[src/rtl/imem_loader_pkg.sv]
// Shared types for the instruction-memory loader: FSM encoding and the
// registered control-output bundle that each state drives.
package imem_loader_pkg;

   localparam int DEFAULT_DEPTH = 64;

   typedef enum logic [2:0] {
      S_IDLE = 3'd0,
      S_LEN0 = 3'd1,
      S_LEN1 = 3'd2,
      S_DATA = 3'd3,
      S_CSUM = 3'd4,
      S_DONE = 3'd5,
      S_ERR  = 3'd6
   } state_t;

   typedef struct packed {
      logic in_ready;
      logic busy;
      logic done;
      logic err;
      logic cpu_reset;
   } ctl_t;

   // Control outputs are loaded together with the state they belong to,
   // so every output is a flop that matches the state it sits beside.
   function automatic ctl_t ctl_for(state_t s);
      ctl_t c;
      c = '{in_ready: 1'b0, busy: 1'b0, done: 1'b0, err: 1'b0, cpu_reset: 1'b1};
      case (s)
         S_LEN0, S_LEN1, S_DATA, S_CSUM: begin
            c.in_ready = 1'b1;
            c.busy     = 1'b1;
         end
         S_DONE: begin
            c.done      = 1'b1;
            c.cpu_reset = 1'b0;
         end
         S_ERR:   c.err = 1'b1;
         default: c = c;
      endcase
      return c;
   endfunction

endpackage

[src/rtl/imem_loader_byte_word_packer.sv]
// Packs bytes LSB-first into a 32-bit word; word_valid pulses the cycle
// after the fourth byte is shifted in.
module byte_word_packer (
   input  logic        clk,
   input  logic        reset,
   input  logic        clr,
   input  logic        shift,
   input  logic [7:0]  byte_in,
   output logic [31:0] word,
   output logic        word_valid,
   output logic [1:0]  byte_cnt
);

   always_ff @(posedge clk) begin
      if (reset || clr) begin
         word       <= '0;
         word_valid <= 1'b0;
         byte_cnt   <= '0;
      end else begin
         word_valid <= shift && (byte_cnt == 2'd3);
         if (shift) begin
            // First byte ends up in [7:0] after four shifts.
            word     <= {byte_in, word[31:8]};
            byte_cnt <= byte_cnt + 2'd1;
         end
      end
   end

endmodule

[src/rtl/imem_loader.sv]
// Byte-stream loader for the instruction memory: header, payload words,
// XOR checksum. Keeps the core in reset until a load verifies.
module imem_loader
   import imem_loader_pkg::*;
#(
   parameter int DEPTH = DEFAULT_DEPTH,
   parameter int AW    = $clog2(DEPTH)
) (
   input  logic        clk,
   input  logic        reset,
   input  logic        start,
   input  logic        in_valid,
   input  logic [7:0]  in_data,
   output logic        in_ready,
   output logic        we,
   output logic [31:0] wa,
   output logic [31:0] wd,
   output logic        cpu_reset,
   output logic        busy,
   output logic        done,
   output logic        err
);

   // state  | meaning
   // IDLE   | post-reset, waiting for start, core held in reset
   // LEN0   | expecting length low byte
   // LEN1   | expecting length high byte, length validated here
   // DATA   | payload bytes, one memory write per four bytes
   // CSUM   | expecting checksum byte
   // DONE   | load verified, core released
   // ERR    | bad length or checksum, core held in reset

   state_t        state;
   ctl_t          ctl;
   logic [7:0]    len_lo;
   logic [7:0]    xor_acc;
   logic [AW:0]   words_left;
   logic [AW-1:0] word_idx;
   logic [1:0]    byte_cnt;
   logic [15:0]   len_full;
   logic          len_bad;
   logic          hs;
   logic          pk_shift;
   logic          pk_clr;

   assign hs       = in_valid & ctl.in_ready;
   assign pk_shift = hs && (state == S_DATA);
   assign pk_clr   = hs && (state == S_LEN1);
   assign len_full = {in_data, len_lo};
   assign len_bad  = (len_full == 16'd0) || (len_full > 16'(DEPTH));

   assign in_ready  = ctl.in_ready;
   assign busy      = ctl.busy;
   assign done      = ctl.done;
   assign err       = ctl.err;
   assign cpu_reset = ctl.cpu_reset;

   byte_word_packer u_packer (
      .clk        (clk),
      .reset      (reset),
      .clr        (pk_clr),
      .shift      (pk_shift),
      .byte_in    (in_data),
      .word       (wd),
      .word_valid (we),
      .byte_cnt   (byte_cnt)
   );

   always_ff @(posedge clk) begin
      if (reset) begin
         state      <= S_IDLE;
         ctl        <= ctl_for(S_IDLE);
         wa         <= '0;
         len_lo     <= '0;
         xor_acc    <= '0;
         words_left <= '0;
         word_idx   <= '0;
      end else begin
         case (state)
            S_IDLE, S_DONE, S_ERR: begin
               if (start) begin
                  state <= S_LEN0;
                  ctl   <= ctl_for(S_LEN0);
               end
            end
            S_LEN0: begin
               if (hs) begin
                  len_lo <= in_data;
                  state  <= S_LEN1;
                  ctl    <= ctl_for(S_LEN1);
               end
            end
            S_LEN1: begin
               if (hs) begin
                  if (len_bad) begin
                     state <= S_ERR;
                     ctl   <= ctl_for(S_ERR);
                  end else begin
                     words_left <= len_full[AW:0];
                     word_idx   <= '0;
                     xor_acc    <= '0;
                     state      <= S_DATA;
                     ctl        <= ctl_for(S_DATA);
                  end
               end
            end
            S_DATA: begin
               if (hs) begin
                  xor_acc <= xor_acc ^ in_data;
                  // wa is registered alongside the packer's word_valid flop.
                  if (byte_cnt == 2'd3) begin
                     wa         <= {{(30-AW){1'b0}}, word_idx, 2'b00};
                     word_idx   <= word_idx + AW'(1);
                     words_left <= words_left - (AW+1)'(1);
                     if (words_left == (AW+1)'(1)) begin
                        state <= S_CSUM;
                        ctl   <= ctl_for(S_CSUM);
                     end
                  end
               end
            end
            S_CSUM: begin
               if (hs) begin
                  if (in_data == xor_acc) begin
                     state <= S_DONE;
                     ctl   <= ctl_for(S_DONE);
                  end else begin
                     state <= S_ERR;
                     ctl   <= ctl_for(S_ERR);
                  end
               end
            end
            default: begin
               state <= S_IDLE;
               ctl   <= ctl_for(S_IDLE);
            end
         endcase
      end
   end

endmodule
[config.mk]
export PLATFORM = sky130hd
export DESIGN_NAME = imem_loader
export DESIGN_NICKNAME = d
export VERILOG_FILES = /design/src/rtl/imem_loader_pkg.sv /design/src/rtl/imem_loader_byte_word_packer.sv /design/src/rtl/imem_loader.sv
export SDC_FILE = /design/constraint.sdc
export NUM_CORES = 1
export LEC_CHECK = 0
export ABC_AREA = 1
export CAP_MARGIN = 20
export CELL_PAD_IN_SITES_DETAIL_PLACEMENT = 2
export CELL_PAD_IN_SITES_GLOBAL_PLACEMENT = 2
export CORE_ASPECT_RATIO = 0.6
export CORE_MARGIN = 2
export CORE_UTILIZATION = 31
export CTS_BUF_LIST = sky130_fd_sc_hd__clkbuf_4
export DETAILED_ROUTE_END_ITERATION = 6
export GPL_TIMING_DRIVEN = 0
export PLACE_DENSITY_LB_ADDON = 0.12
export SYNTH_ARGS = -nofsm -noshare
export SYNTH_HDL_FRONTEND = slang
export SYNTH_SLANG_ARGS = --single-unit
[constraint.sdc]
create_clock -name clk -period 5.1 [get_ports clk]
set_clock_uncertainty 0.15 [all_clocks]
set_input_delay 1.02 -clock clk [delete_from_list [all_inputs] [get_ports clk]]
set_output_delay 1.02 -clock clk [all_outputs]
set_load 0.005 [all_outputs]
==> results.toml <==
[status]
status = "finished clean"

[timing]
grt_setup_unrepaired = "no"
period_share = 0.572
hold_viol_final = 0
setup_ws_ns = 2.18
relSlewSlack = 0.493
maxSlewViolCount = 0
tns_ns = 0
timing.fmax_mhz = 343
setup_viol = 0
layout_min_cycle_time_ns = 2.92
worstMarginPinSlew_ns = 0.761

[clocking]
clock_path_buffers = 2
clk_pin_slew_ns = 0.13
insertion_delay_ns = 0.45
clock-root-buffer = "clkbuf_4"
cts.sinks = 77
cts_tree = "built"
post_cts_buffers = 0
htree_levels = 3
hold_buffers = 0
cts-buffers-inserted = 9
ctsResizeCount = 0

[placed_design]
dpl_worst_slack_ns = 1.77
port_buffers = 55
placedCellCount = 754
routabilityCongestion = 0.754
place.detailed.hpwl_microns = 9610

[critical_path]
crit_end = "xor_acc[0]"
cp_cell_sequence = "clkdlybuf4s50_1 -> inv_1 -> nand2_1 -> nor2_1 -> nand2_1 -> nor2_1 -> nand2_1 -> nand2_2 -> nand3_1 -> nand2_1 -> a21oi_1"
r2r-end = "xor_acc[0]"
end_kind = "flip-flop"
path_max_fanout = 9
slowest_delay_ns = 0.45
arrival_ns = 3.08
required_ns = 5.26
crit_type = "input pin to flip-flop"
rrSetupSlack_ns = 2.92
r2r-start = "state[2]"
startpoint = "in_data[7]"
cp_common_cell = "nand2_1"
crit_slowest_cell = "nand3_1"
worstSetupStartpointType = "input pin"
r2r_cells = 7

[global_routing]
grt_pass1_wl_microns = 19800
grt_pass1_vias = 3756
grt_max_degree = 14
antenna_found_initial = 0
grt_use_total = 0.206
grt-ovfl-total = 0

[detailed_routing]
vias = 3604
wire_per_inst_microns = 16.2
dr.pass1.iters = 4
ant_nets = 0
viasPerCell = 4.69
drc = 0
drt-total-wl_microns = 12500
drt_iter0_markers = 184

[pwr]
combPwrFrac = 0.229
clockPowerShare = 0.327
leakagePower_nw = 1.96
p_sw_mw = 0.493
ir_worst_vdd_v = 0.000119
p_per_area_nw_per_um2 = 319
power.total_mw = 1.48
power_frac_seq = 0.443
p_sw_frac = 0.332
intPower_mw = 0.991

[synth]
synth.cell_area_sq_um = 3630
ys_ff_latch = 77
syn_avg_cell_area_sq_um = 7.06
yosys_warnings = 0
ys_seq_area_frac = 0.425
syn_inst = 514
synth_cell_types = 33

[floorplan]
die_h_microns = 87.8
dieArea_sq_um = 12600
die_x_microns = 144
coreArea_sq_um = 11300
pin_count = 82
start_util = 0.320
rows = 30

[worst_hold_path]
hold_path_startpoint = "u_packer.word[4]"
worstHoldPathType = "flip-flop to flip-flop"
holdPathStages = 2

[layout]
fin_cells = 769
fillers = 1398
drive_gt1_frac = 0.110
diodes = 0
syn_to_final_growth_pct = 28.2
nets = 621

[job]
max-cap-violations = 0
[stage by stage]
step / area, sq um / utilization / hold slack [ns]
2_1_floorplan: 3720 / - / 0.294
3_3_place_gp: 4470 / 0.395 / 0.299
5_1_grt: 4650 / 0.410 / 0.352
4_1_cts: 4650 / 0.410 / 0.327
3_5_place_dp: 4470 / 0.395 / 0.306
6_report: 4650 / 0.410 / 0.326
[routing by layer]
metal	vias to the layer above	part of all wire	global-route usage
met5	-	0	0
met3	13	0.037	0.0421
met2	67	0.43	0.328
met4	0	0.010	0.0437
met1	1758	0.52	0.290
li1	1766	-	-
[worst max-delay path: cells and delay by family]
family,cells,cell delay [ns]
AND/OR/NAND/NOR,8,1.40
AO/OA/AOI/OAI,1,0.08
buffers and inverters,2,0.58
[worst min path at each step]
stage	end	slack [ns]
after CTS	u_packer.word[1]	0.33
after global routing	done	0.35
after global placement	u_packer.word[3]	0.30
after floorplan	u_packer.byte_cnt[1]	0.29
final	u_packer.word[4]	0.33
after detailed placement	u_packer.word[4]	0.31
[cells in the final DEF (no fill, tap or decap), types with 2 or more instances in the layout]
| master | count |
|---|---|
| bufinv_16 | 3 |
| buf_4 | 29 |
| ha_1 | 4 |
| inv_1 | 38 |
| nand2_1 | 154 |
| o21bai_1 | 2 |
| conb_1 | 26 |
| nand2_2 | 2 |
| xnor2_1 | 3 |
| xor2_1 | 3 |
| nand4_1 | 5 |
| nor3_1 | 2 |
| or2_0 | 3 |
| o21ai_0 | 20 |
| nand3_1 | 19 |
| clkbuf_4 | 9 |
| inv_2 | 3 |
| clkdlybuf4s50_1 | 55 |
| nor2_4 | 3 |
| clkbuf_1 | 6 |
| a21oi_1 | 58 |
| a211oi_1 | 8 |
| nor2_1 | 53 |
| buf_2 | 10 |
| dfxtp_1 | 77 |
[layout make-up]
cell class / count / area (sq um) / area share
Clock buffer: 9 / 67.6 / 0.0145
Buffer: 46 / 294 / 0.0632
Clock inverter: 6 / 111 / 0.0239
Multi-Input combinational cell: 374 / 1730 / 0.371
Sequential cell: 77 / 1540 / 0.331
Inverter: 42 / 160 / 0.0344
Tap cell: 160 / 200 / 0.0430
Timing Repair Buffer: 55 / 551 / 0.118
[cell families after synthesis]
group                    synth area share
AO/OA/AOI/OAI                       0.138
XOR/XNOR                           0.0145
AND/OR/NAND/NOR                     0.282
buffers and inverters               0.125
other                             0.00103
flip-flops                          0.425
adder cells (fa/ha/maj)            0.0138
[cells in the mapped netlist (all sizes together)]
library cell / instances / share of area
clkbuf: 6 / 0.0062
a2bb2oi: 1 / 0.0024
dfxtp: 77 / 0.42
nor2: 58 / 0.071
nand3: 19 / 0.026
nor3: 2 / 0.0028
a211oi: 8 / 0.017
inv: 42 / 0.044
or2: 4 / 0.0069
o211a: 1 / 0.0028
nand4: 5 / 0.0086
nor2b: 1 / 0.0017
nand2: 156 / 0.16
nand3b: 1 / 0.0021
o21ai: 21 / 0.030
ha: 4 / 0.014
buf: 40 / 0.075
o21bai: 2 / 0.0041
xnor2: 3 / 0.0072
conb: 1 / 0.0010
a21oi: 59 / 0.082
xor2: 3 / 0.0072
[flip-flops by register name (all words and copies together), names as in the netlist]
name	cells
err	1
word_idx	6
xor_acc	8
done	1
wa	6
words_left	7
state	3
in_ready	1
u_packer.byte_cnt	2
u_packer.word_valid	1
cpu_reset	1
len_lo	8
u_packer.word	32
[power by group through the flow]
stage / clock network, mW / logic, mW / registers [mW]
3_5_place_dp: 0 / 0.337 / 0.671
3_3_place_gp: 0 / 0.321 / 0.670
6_report: 0.486 / 0.340 / 0.658
4_1_cts: 0.496 / 0.341 / 0.658
2_1_floorplan: 0 / 0.233 / 0.662
5_1_grt: 0.522 / 0.384 / 0.663
(Power assumes the default switching activity.)
